File: src/rtl/relu_col_scheduler.sv
// Round-robin scheduler that shares one ReLU clip unit among COL accumulator columns.
// Each column buffers up to two words. One clipped activation can leave per cycle.
module relu_col_scheduler #(
  parameter int unsigned COL    = 3,
  parameter int unsigned W_IN   = 32,
  parameter int unsigned W_DATA = 8,
  localparam int unsigned CW    = (COL > 1) ? $clog2(COL) : 1
) (
  input  logic                clk,
  input  logic                rst_n,
  input  logic [COL*W_IN-1:0] i_data,
  input  logic [COL-1:0]      i_data_valid,
  output logic [COL-1:0]      i_data_ready,
  input  logic [W_DATA-1:0]   cfg_clip,
  input  logic [15:0]         cfg_len,
  output logic [W_DATA-1:0]   o_data,
  output logic [CW-1:0]       o_col,
  output logic                o_data_valid,
  input  logic                o_ready,
  output logic                o_frame_done,
  output logic                o_busy
);

  logic [COL-1:0]  nonempty;
  logic [COL-1:0]  pop;
  logic [W_IN-1:0] head [COL];
  logic            load_en;
  logic            gnt_any;
  logic [CW-1:0]   gnt_idx;
  logic [W_IN-1:0] gnt_word;
  logic [CW-1:0]   rr_ptr;
  logic [CW:0]     scan;
  logic [15:0]     out_cnt;
  logic            xfer;
  logic            frame_end;

  // Per-column 2-entry FIFO. Ready depends only on occupancy, so a full FIFO stays not-ready during a pop.
  for (genvar c = 0; c < COL; c++) begin : g_fifo
    logic [W_IN-1:0] mem [2];
    logic [1:0]      cnt;
    logic            rd_ptr;
    logic            wr_ptr;
    logic            push;

    assign i_data_ready[c] = (cnt != 2'd2);
    assign nonempty[c]     = (cnt != 2'd0);
    assign push            = i_data_valid[c] & i_data_ready[c];
    assign head[c]         = mem[rd_ptr];

    always_ff @(posedge clk) begin
      if (!rst_n) begin
        cnt    <= 2'd0;
        rd_ptr <= 1'b0;
        wr_ptr <= 1'b0;
      end else begin
        if (push) begin
          mem[wr_ptr] <= i_data[c*W_IN +: W_IN];
          wr_ptr      <= ~wr_ptr;
        end
        if (pop[c]) begin
          rd_ptr <= ~rd_ptr;
        end
        cnt <= cnt + 2'(push) - 2'(pop[c]);
      end
    end
  end

  assign load_en = ~o_data_valid | o_ready;

  // Round-robin search. It starts at rr_ptr and wraps to column 0.
  always_comb begin
    gnt_any  = 1'b0;
    gnt_idx  = '0;
    gnt_word = '0;
    pop      = '0;
    scan     = '0;
    if (load_en) begin
      for (int unsigned k = 0; k < COL; k++) begin
        scan = {1'b0, rr_ptr} + (CW+1)'(k);
        if (scan >= (CW+1)'(COL)) begin
          scan = scan - (CW+1)'(COL);
        end
        if (!gnt_any && nonempty[scan[CW-1:0]]) begin
          gnt_any             = 1'b1;
          gnt_idx             = scan[CW-1:0];
          gnt_word            = head[scan[CW-1:0]];
          pop[scan[CW-1:0]]   = 1'b1;
        end
      end
    end
  end

  function automatic logic [W_DATA-1:0] relu_clip(input logic [W_IN-1:0] v,
                                                  input logic [W_DATA-1:0] lim);
    logic [W_DATA-1:0] r;
    if (v[W_IN-1]) begin
      r = '0;
    end else if (v > W_IN'(lim)) begin
      r = lim;
    end else begin
      r = v[W_DATA-1:0];
    end
    return r;
  endfunction

  // Output register. It holds while stalled and is cleared only when an empty slot is accepted downstream.
  always_ff @(posedge clk) begin
    if (!rst_n) begin
      o_data       <= '0;
      o_col        <= '0;
      o_data_valid <= 1'b0;
      rr_ptr       <= '0;
    end else if (gnt_any) begin
      o_data       <= relu_clip(gnt_word, cfg_clip);
      o_col        <= gnt_idx;
      o_data_valid <= 1'b1;
      rr_ptr       <= (gnt_idx == CW'(COL - 1)) ? '0 : gnt_idx + CW'(1);
    end else if (o_ready) begin
      o_data_valid <= 1'b0;
    end
  end

  assign xfer      = o_data_valid & o_ready;
  assign frame_end = xfer && (cfg_len != 16'd0) && (out_cnt == cfg_len - 16'd1);

  always_ff @(posedge clk) begin
    if (!rst_n) begin
      out_cnt      <= 16'd0;
      o_frame_done <= 1'b0;
    end else begin
      o_frame_done <= frame_end;
      if (xfer) begin
        out_cnt <= frame_end ? 16'd0 : out_cnt + 16'd1;
      end
    end
  end

  assign o_busy = (|nonempty) | o_data_valid;

endmodule

File: config.mk
export PLATFORM = sky130hd
export DESIGN_NAME = relu_col_scheduler
export DESIGN_NICKNAME = d
export VERILOG_FILES = /design/src/rtl/relu_col_scheduler.sv
export SDC_FILE = /design/constraint.sdc
export NUM_CORES = 1
export LEC_CHECK = 0
export BUFFER_PORTS_ARGS = -buffer_cell sky130_fd_sc_hd__buf_4
export CAP_MARGIN = 20
export CORE_MARGIN = 1
export CORE_UTILIZATION = 45
export DETAILED_ROUTE_END_ITERATION = 6
export GPL_TIMING_DRIVEN = 0
export PLACE_DENSITY = 0.69
export RECOVER_POWER = 25
export SETUP_SLACK_MARGIN = 0.05
export SLEW_MARGIN = 10
export SYNTH_ARGS = -nofsm -noshare
export SYNTH_HDL_FRONTEND = slang
export SYNTH_SLANG_ARGS = --single-unit
File: constraint.sdc
create_clock -name clk -period 5.5 [get_ports clk]
set_input_delay 0.825 -clock clk [delete_from_list [all_inputs] [get_ports clk]]
set_output_delay 0.825 -clock clk [all_outputs]
set_load 0.02 [all_outputs]
==> summary.txt, run 1 <==
Global routing
  – Tot GR Track Use: 21.2%
  – Global-route wire length before repair: around 40 mm
  – Global route overflow: 0
  – Pin count of the biggest net entering global routing: 15
  – Initial antenna violation count: 0
  – Number of global-route vias before repair: between 7000 and 8000

CTS
  – Number of gates resized after CTS: 0
  – CTS buffer count: 26
  – Clock tree sinks: approximately 240
  – H-tree depth: 1
  – Clock latency on the worst-skew pair: about 520 ps
  – CTS tree: built
  – Setup Buffers After CTS: 0
  – Hold Buf Count CTS: 0
  – CTS root buf: clkbuf_16
  – Clk slew on worst S/H paths: 60 ps
  – Bufs on Longest Clock Path: 3

Place
  – GP Congestion: 0.940
  – DP HPWL: roughly 20 mm
  – Post-place setup slack: ~660 ps
  – I/O Buffers: 140

Logic synthesis
  – Synth top area share: a little over half
  – Mapped Avg Cell Area: 12.4 µm²
  – Seq/Total Area, Yosys: 61.1%
  – Syn nets: roughly 1000
  – Post-synth EDFFs: ~190
  – Ys flop type: edfxtp_1
  – Area leader, netlist: edfxtp_1
  – Top post-synthesis cells by area: edfxtp_1 53%, dfxtp_1 8.3%, nor2_1 3.9%, mux2i_1 2.8%, ha_1 2.3%
  – Most frequent cell after synthesis: edfxtp_1
  – Post-synth cell types: 74
  – Gate count after technology mapping: 883
  – Synth cell count leaders: 192 x edfxtp_1, 114 x nor2_1, 45 x dfxtp_1, 45 x nand2_1, 33 x a211oi_1
  – Post-synth ARST share: 0%
  – Mapped cell area: between 10000 and 15000 µm²
  – Register bit total from synthesis: around 240
  – Yosys warns: 0

Power
  – Static Leak: between 4 and 5 nW
  – P_int: around 4.2 mW
  – Pwr/cell area: 490 nW/µm²
  – Sw Share: 36.5%
  – Clock power share: between 20% and 30%
  – Sequential share of power: between 30% and 40%
  – Logic gate share of total power: between 30% and 40%
  – Switch Pwr: about 2.4 mW
  – IR Drop Worst-Case VDD: roughly 0.28 mV

Timing
  – Fin worst setup slack: approximately 510 ps
  – Max-slew violation count: 0
  – Max transition margin: about a third
  – Fmax: about 0.2 GHz
  – Setup-failing EPs final: 0
  – Fin. Hold Viols: 0
  – Final Critical Period: between 4000 and 5000 ps
  – Unrepaired setup endpoints after global routing: no
  – Worst clock skew: between 8 and 9 ps
  – Worst Max-Slew Pin Slew: 999 ps
  – Fin crit share: between 90% and 100%

Floorplanning
  – Die area: 24900 µm²
  – Core area: ~24000 µm²
  – Initial Util: a little under half
  – Die X: around 160 µm
  – Die H: about 160 µm
  – Row Count: 56
  – Ports: 142

Worst setup path
  – R2R Path Start: rr_ptr[0]
  – Critical path buffer and inverter count: 4
  – Worst setup startpoint: rr_ptr[0]
  – Delay-heaviest family, CP: compound AO/OA/AOI/OAI gates
  – Crit. End Element: flip-flop
  – Max FO, Critical Path: 10
  – Crit path cell chain: inv_1, ha_1, buf_2, a221o_1, nor4_1, clkbuf_1, o21ai_0, a31oi_1, ha_1, nor2b_1, o21a_1, o21a_1, o21ai_0, nand3b_1, a211oi_4, and2_4, buf_12, o211ai_2
  – CP Data Arrival Time: 5390 ps
  – Worst setup SP type: flip-flop
  – Slowest CP cell: nor4_1
  – CP required: around 5900 ps
  – Worst path max stage delay: ~530 ps
  – Crit Path Category: flip-flop to flip-flop

Finish
  – Post-route core utilization: between 50% and 60%
  – Fraction of layout cells with a size suffix above 1: a little under a quarter
  – Layout net count: ~1200
  – Area grow syn2layout: 22.9%
  – ANT cells: 0

Run
  – Max-Cap Viols: 0

Worst hold path
  – Worst hold path class: flip-flop to flip-flop
  – Hold_sp: o_col[1]

Route
  – # DRC: 0
  – DR vias: 7774
  – 1st-iter DRT viols: 530
  – Detail Route Antenna Nets: 0
  – TritonRoute pass-1 iters: 5
  – DR vias/cell: around 5.5
  – Wire per inst: ~19 µm
  – Total wire length: between 20 and 30 mm

Outcome
  – Outcome: completed
==> per-stage QoR <==
| stage | setup TNS, ps | std cells | cell area [µm²] | hold slack (ps) | power (mW) |
|---|---|---|---|---|---|
| after floorplan | 0 | 883 | 10900 | 481 | 4.03 |
| after global placement | -55070 | 1342 | 12400 | 437 | 4.75 |
| after detailed placement | 0 | 1360 | 12600 | 439 | 4.79 |
| after CTS | 0 | 1407 | 13400 | 466 | 6.56 |
| after global routing | 0 | 1407 | 13400 | 480 | 6.88 |
| final | 0 | 1407 | 13400 | 462 | 6.57 |
==> state kept, by name, summed over array words and instances (netlist names), named ones only <==
register / count
g_fifo.rd_ptr: 3
g_fifo.wr_ptr: 3
o_frame_done: 1
g_fifo.mem: 192
o_data: 8
rr_ptr: 2
g_fifo.cnt: 6
o_data_valid: 1
o_col: 2
out_cnt: 16
==> metal layers <==
layer	vias to the layer above	share of wire (%)	track usage, %
met5	-	0	0
met4	0	2.9	8.04
met3	47	6.6	3.59
met2	283	50	37.0
met1	3707	41	26.3
li1	3737	-	-
==> area by class of cell <==
| cell class | instances | area (µm²) |
|---|---|---|
| inverter | 24 | 90.1 |
| fill | 1943 | 10200 |
| sequential | 237 | 6670 |
| clock buffer | 32 | 694 |
| tap | 319 | 399 |
| multi-input combinational | 587 | 4000 |
| timing repair buffer | 158 | 1190 |
| buffer | 35 | 175 |
| clock inverter | 15 | 184 |
==> tightest hold or removal path, cell delays in order, from the launching register on <==
cell,delay [ps]
dfxtp_1,310
nand2_1,50
a21oi_1,50
==> layout by cell type, fill, tap and decap left out, types with 8 or more instances in the layout <==
master     synthesis  routed
buf_4              3      94
and2_1            13      13
ha_1              20      20
clkbuf_4           0      54
o21ai_0           27      27
inv_1             22      22
nand2_1           45      45
nand4_1           17      17
xor2_1            23      23
clkbuf_1          12      23
nor3_1            27      21
o211ai_2           8       8
xnor2_1           25      25
nor2b_1            9       9
nand3_1           14      14
nand2b_1           9       9
buf_2             13      13
mux2i_1           31      31
edfxtp_1         192     192
a21oi_1           25      25
a22oi_1           10      10
a211oi_1          33      33
a31oi_1            8       8
clkbuf_16          0      27
a32oi_1            9       9
nor2_1           114     114
mux2_2            12      12
dfxtp_1           45      45
o21bai_1          10      10
nor4_1            22      22
==> cell families (layout without fill, tap and decap cells) <==
| logic type | after synthesis | count (layout) | synth area share (%) |
|---|---|---|---|
| multiplexers | 44 | 44 | 4.19 |
| XOR/XNOR | 48 | 48 | 3.85 |
| adder cells (fa/ha/maj) | 20 | 20 | 2.29 |
| flip-flops | 237 | 237 | 61.1 |
| buffers and inverters | 59 | 264 | 2.43 |
| AND/OR/NAND/NOR | 305 | 305 | 14.3 |
| AO/OA/AOI/OAI | 170 | 170 | 11.8 |
==> final timing paths <==
kind | end | slack, ps | depth (start not counted)
max | o_data[6] | 510 | 18
min | o_col[1] | 460 | 2
max reg2reg | o_data[6] | 510 | 18
min reg2reg | o_col[1] | 460 | 2
==> power by group through the flow <==
stage	clock [mW]	sequential (mW)	combinational, mW
after CTS	1.79	2.22	2.55
final	1.76	2.22	2.59
after detailed placement	0	2.26	2.53
after floorplan	0	2.28	1.75
after global placement	0	2.26	2.48
after global routing	1.86	2.24	2.78
Power figures use the tool's default switching activity.
==> run 2: changes to the inputs <==
PLACE_DENSITY = 0.71   (was 0.69)
clock period = 4.3 ns   (was 5.5 ns; I/O delays follow)
==> summary.txt, run 2 (synthesized netlist as in run 1, its figures left out) <==
Timing
  – Max transition margin: 35.4% (was 32.5%)
  – Worst clock skew: 14.7 ps (was 8.59 ps)
  – Unrepaired setup endpoints after global routing: no (unchanged)
  – TNS Setup: 0 ps (unchanged)
  – Fin. Hold Viols: 0 (unchanged)
  – Worst Max-Slew Pin Slew: 956 ps (was 999 ps)
  – Setup-failing EPs final: 0 (unchanged)
  – Fmax: 0.250 GHz (was 0.200 GHz)
  – Hold slack: 315 ps (was 462 ps)
  – Final Critical Period: 4000 ps (was 4990 ps)
  – Max-slew violation count: 0 (unchanged)
  – Fin crit share: 93.1% (was 90.8%)
  – Fin worst setup slack: 296 ps (was 505 ps)

Power
  – Pwr/cell area: 631 nW/µm² (was 490 nW/µm²)
  – IR Drop Worst-Case VDD: 0.363 mV (was 0.279 mV)
  – Static Leak: 4.91 nW (was 4.88 nW)

Global routing
  – Number of global-route vias before repair: 7776 (was 7489)
  – Tot GR Track Use: 21.4% (was 21.2%)
  – Initial antenna violation count: 0 (unchanged)
  – Pin count of the biggest net entering global routing: 15 (unchanged)
  – Global route overflow: 0 (unchanged)
  – Global-route wire length before repair: 40.6 mm (was 39.9 mm)

Floorplanning
  – Core area: 23600 µm² (unchanged)
  – Ports: 142 (unchanged)
  – Initial Util: 46.2% (unchanged)
  – Row Count: 56 (unchanged)
  – Die H: 158 µm (unchanged)
  – Die area: 24900 µm² (unchanged)
  – Die X: 158 µm (unchanged)

CTS
  – Bufs on Longest Clock Path: 3 (unchanged)
  – Clock tree sinks: 237 (unchanged)
  – CTS root buf: clkbuf_16 (unchanged)
  – CTS buffer count: 25 (was 26)
  – Clock latency on the worst-skew pair: 520 ps (about the same)
  – CTS tree: built (unchanged)
  – H-tree depth: 1 (unchanged)
  – Clk slew on worst S/H paths: 60 ps (about the same)
  – Hold Buf Count CTS: 0 (unchanged)

Finish
  – Biggest register: g_fifo.mem (unchanged)
  – Area grow syn2layout: 23.6% (was 22.9%)
  – ANT cells: 0 (unchanged)
  – Largest regs: g_fifo.mem (192), out_cnt (16), o_data (8) (unchanged)
  – # fillers: 1961 (was 1943)
  – Commonest non-fill, non-tap cell in the layout: edfxtp_1 (unchanged)
  – Fin cells: 1413 (was 1407)
  – Post-route core utilization: 57.1% (was 56.8%)
  – Most frequent cells in the layout: 192 x edfxtp_1, 114 x nor2_1, 108 x buf_4, 54 x clkbuf_4, 44 x nand2_1 (was 192 x edfxtp_1, 114 x nor2_1, 94 x buf_4, 54 x clkbuf_4)
  – Largest register FFs: 192 (unchanged)
  – Layout net count: 1221 (was 1215)
  – Fraction of layout cells with a size suffix above 1: 25.3% (was 23.4%)

Route
  – Top sig layer: met4 (unchanged)
  – DR vias/cell: 5.55 (was 5.53)
  – Routed wire length on met2: 13.0 mm (was 13.2 mm)
  – DR vias: 7843 (was 7774)
  – Total wire length: 26.4 mm (was 26.5 mm)
  – TritonRoute pass-1 iters: 6 (was 5)
  – Detail Route Antenna Nets: 0 (unchanged)
  – 1st-iter DRT viols: 558 (was 530)
  – Met3 WL post-DR: 1.60 mm (was 1.75 mm)
  – Wire per inst: 18.7 µm (was 18.8 µm)
  – # DRC: 0 (unchanged)
  – WL met1: 10.8 mm (was 10.7 mm)

Outcome
  – Outcome: completed (unchanged)

Place
  – DP HPWL: 19.9 mm (was 20.0 mm)
  – GP Congestion: 0.955 (was 0.940)
  – I/O Buffers: 140 (unchanged)
  – Post-place setup slack: -647 ps (was 661 ps)
  – Cells after DPL: 1359 (was 1360)

Worst setup path
  – Max FO, Critical Path: 10 (unchanged)
  – Worst setup SP type: flip-flop (unchanged)
  – CP Data Arrival Time: 4400 ps (was 5390 ps)
  – Reg2Reg Depth: 18 (unchanged)
  – Crit Path Category: flip-flop to flip-flop (unchanged)
  – Crit. End Element: flip-flop (unchanged)
  – CP required: 4690 ps (was 5900 ps)

Worst hold path
  – Worst hold path class: primary input to flip-flop (was flip-flop to flip-flop)
  – Hold Crit Depth: 1 (was 2)

Run
  – Max-Cap Viols: 0 (unchanged)
==> run 2: per-layer routing <==
| metal | GRT usage [%] | up-vias |
|---|---|---|
| li1 | - | 3738 |
| met2 | 36.7 | 277 |
| met5 | 0 | - |
| met4 | 9.29 | 0 |
| met3 | 2.76 | 73 |
| met1 | 27.0 | 3755 |
==> run 2: metrics by stage <==
step                      power (mW)  instance area (µm²)
after floorplan                 5.16                10900
after global placement          6.08                12400
after detailed placement        6.13                12500
after CTS                       8.37                13400
after global routing            8.96                13500
final                           8.50                13500
==> run 2: repair_timing <==
item / 4_1_cts / 5_1_grt
setup endpoints to repair: 8 / 8
pin swaps: 1 / 7
gates resized for setup: 13 / 20
setup buffers: 1 / 8
==> run 2: worst max-delay path, cell delays in order, from the launching register on <==
cell and delay (ps):
dfxtp_4 370, inv_1 90, ha_4 280, buf_4 180, a221o_2 450, nor4_4 350, clkbuf_8 220, o21ai_0 70
a31oi_1 250, ha_1 290, nor2b_1 140, o21a_1 160, o21a_1 160, o21ai_1 120, nand3b_1 130, a211oi_4 250
and2_4 190, buf_12 120, o211ai_2 80
==> run 2: path summary, 6_finish.rpt <==
| path | endpoint | slack (ps) | startpoint |
|---|---|---|---|
| max | o_data[5] | 300 | rr_ptr[0] |
| min | g_fifo[2].mem[1][23] | 310 | i_data[87] |
| max reg2reg | o_data[5] | 300 | rr_ptr[0] |
| min reg2reg | o_col[1] | 460 | o_col[1] |
==> run 2: power by group <==
part           internal (mW)  switching (mW)
clock                   1.25           0.854
sequential              2.73           0.116
combinational           1.40            2.15
total                   5.39            3.12
==> run 2: layout make-up <==
cell class / instances / area, µm² / share of cell area (%)
plain buffers: 34 / 206 / 1.53
clock buffers: 32 / 652 / 4.83
clock inverters: 14 / 154 / 1.14
inverters: 24 / 90.1 / 0.668
multi-input cells: 587 / 4060 / 30.1
flip-flops and latches: 237 / 6670 / 49.5
well taps: 319 / 399 / 2.96
repair buffers: 166 / 1250 / 9.27
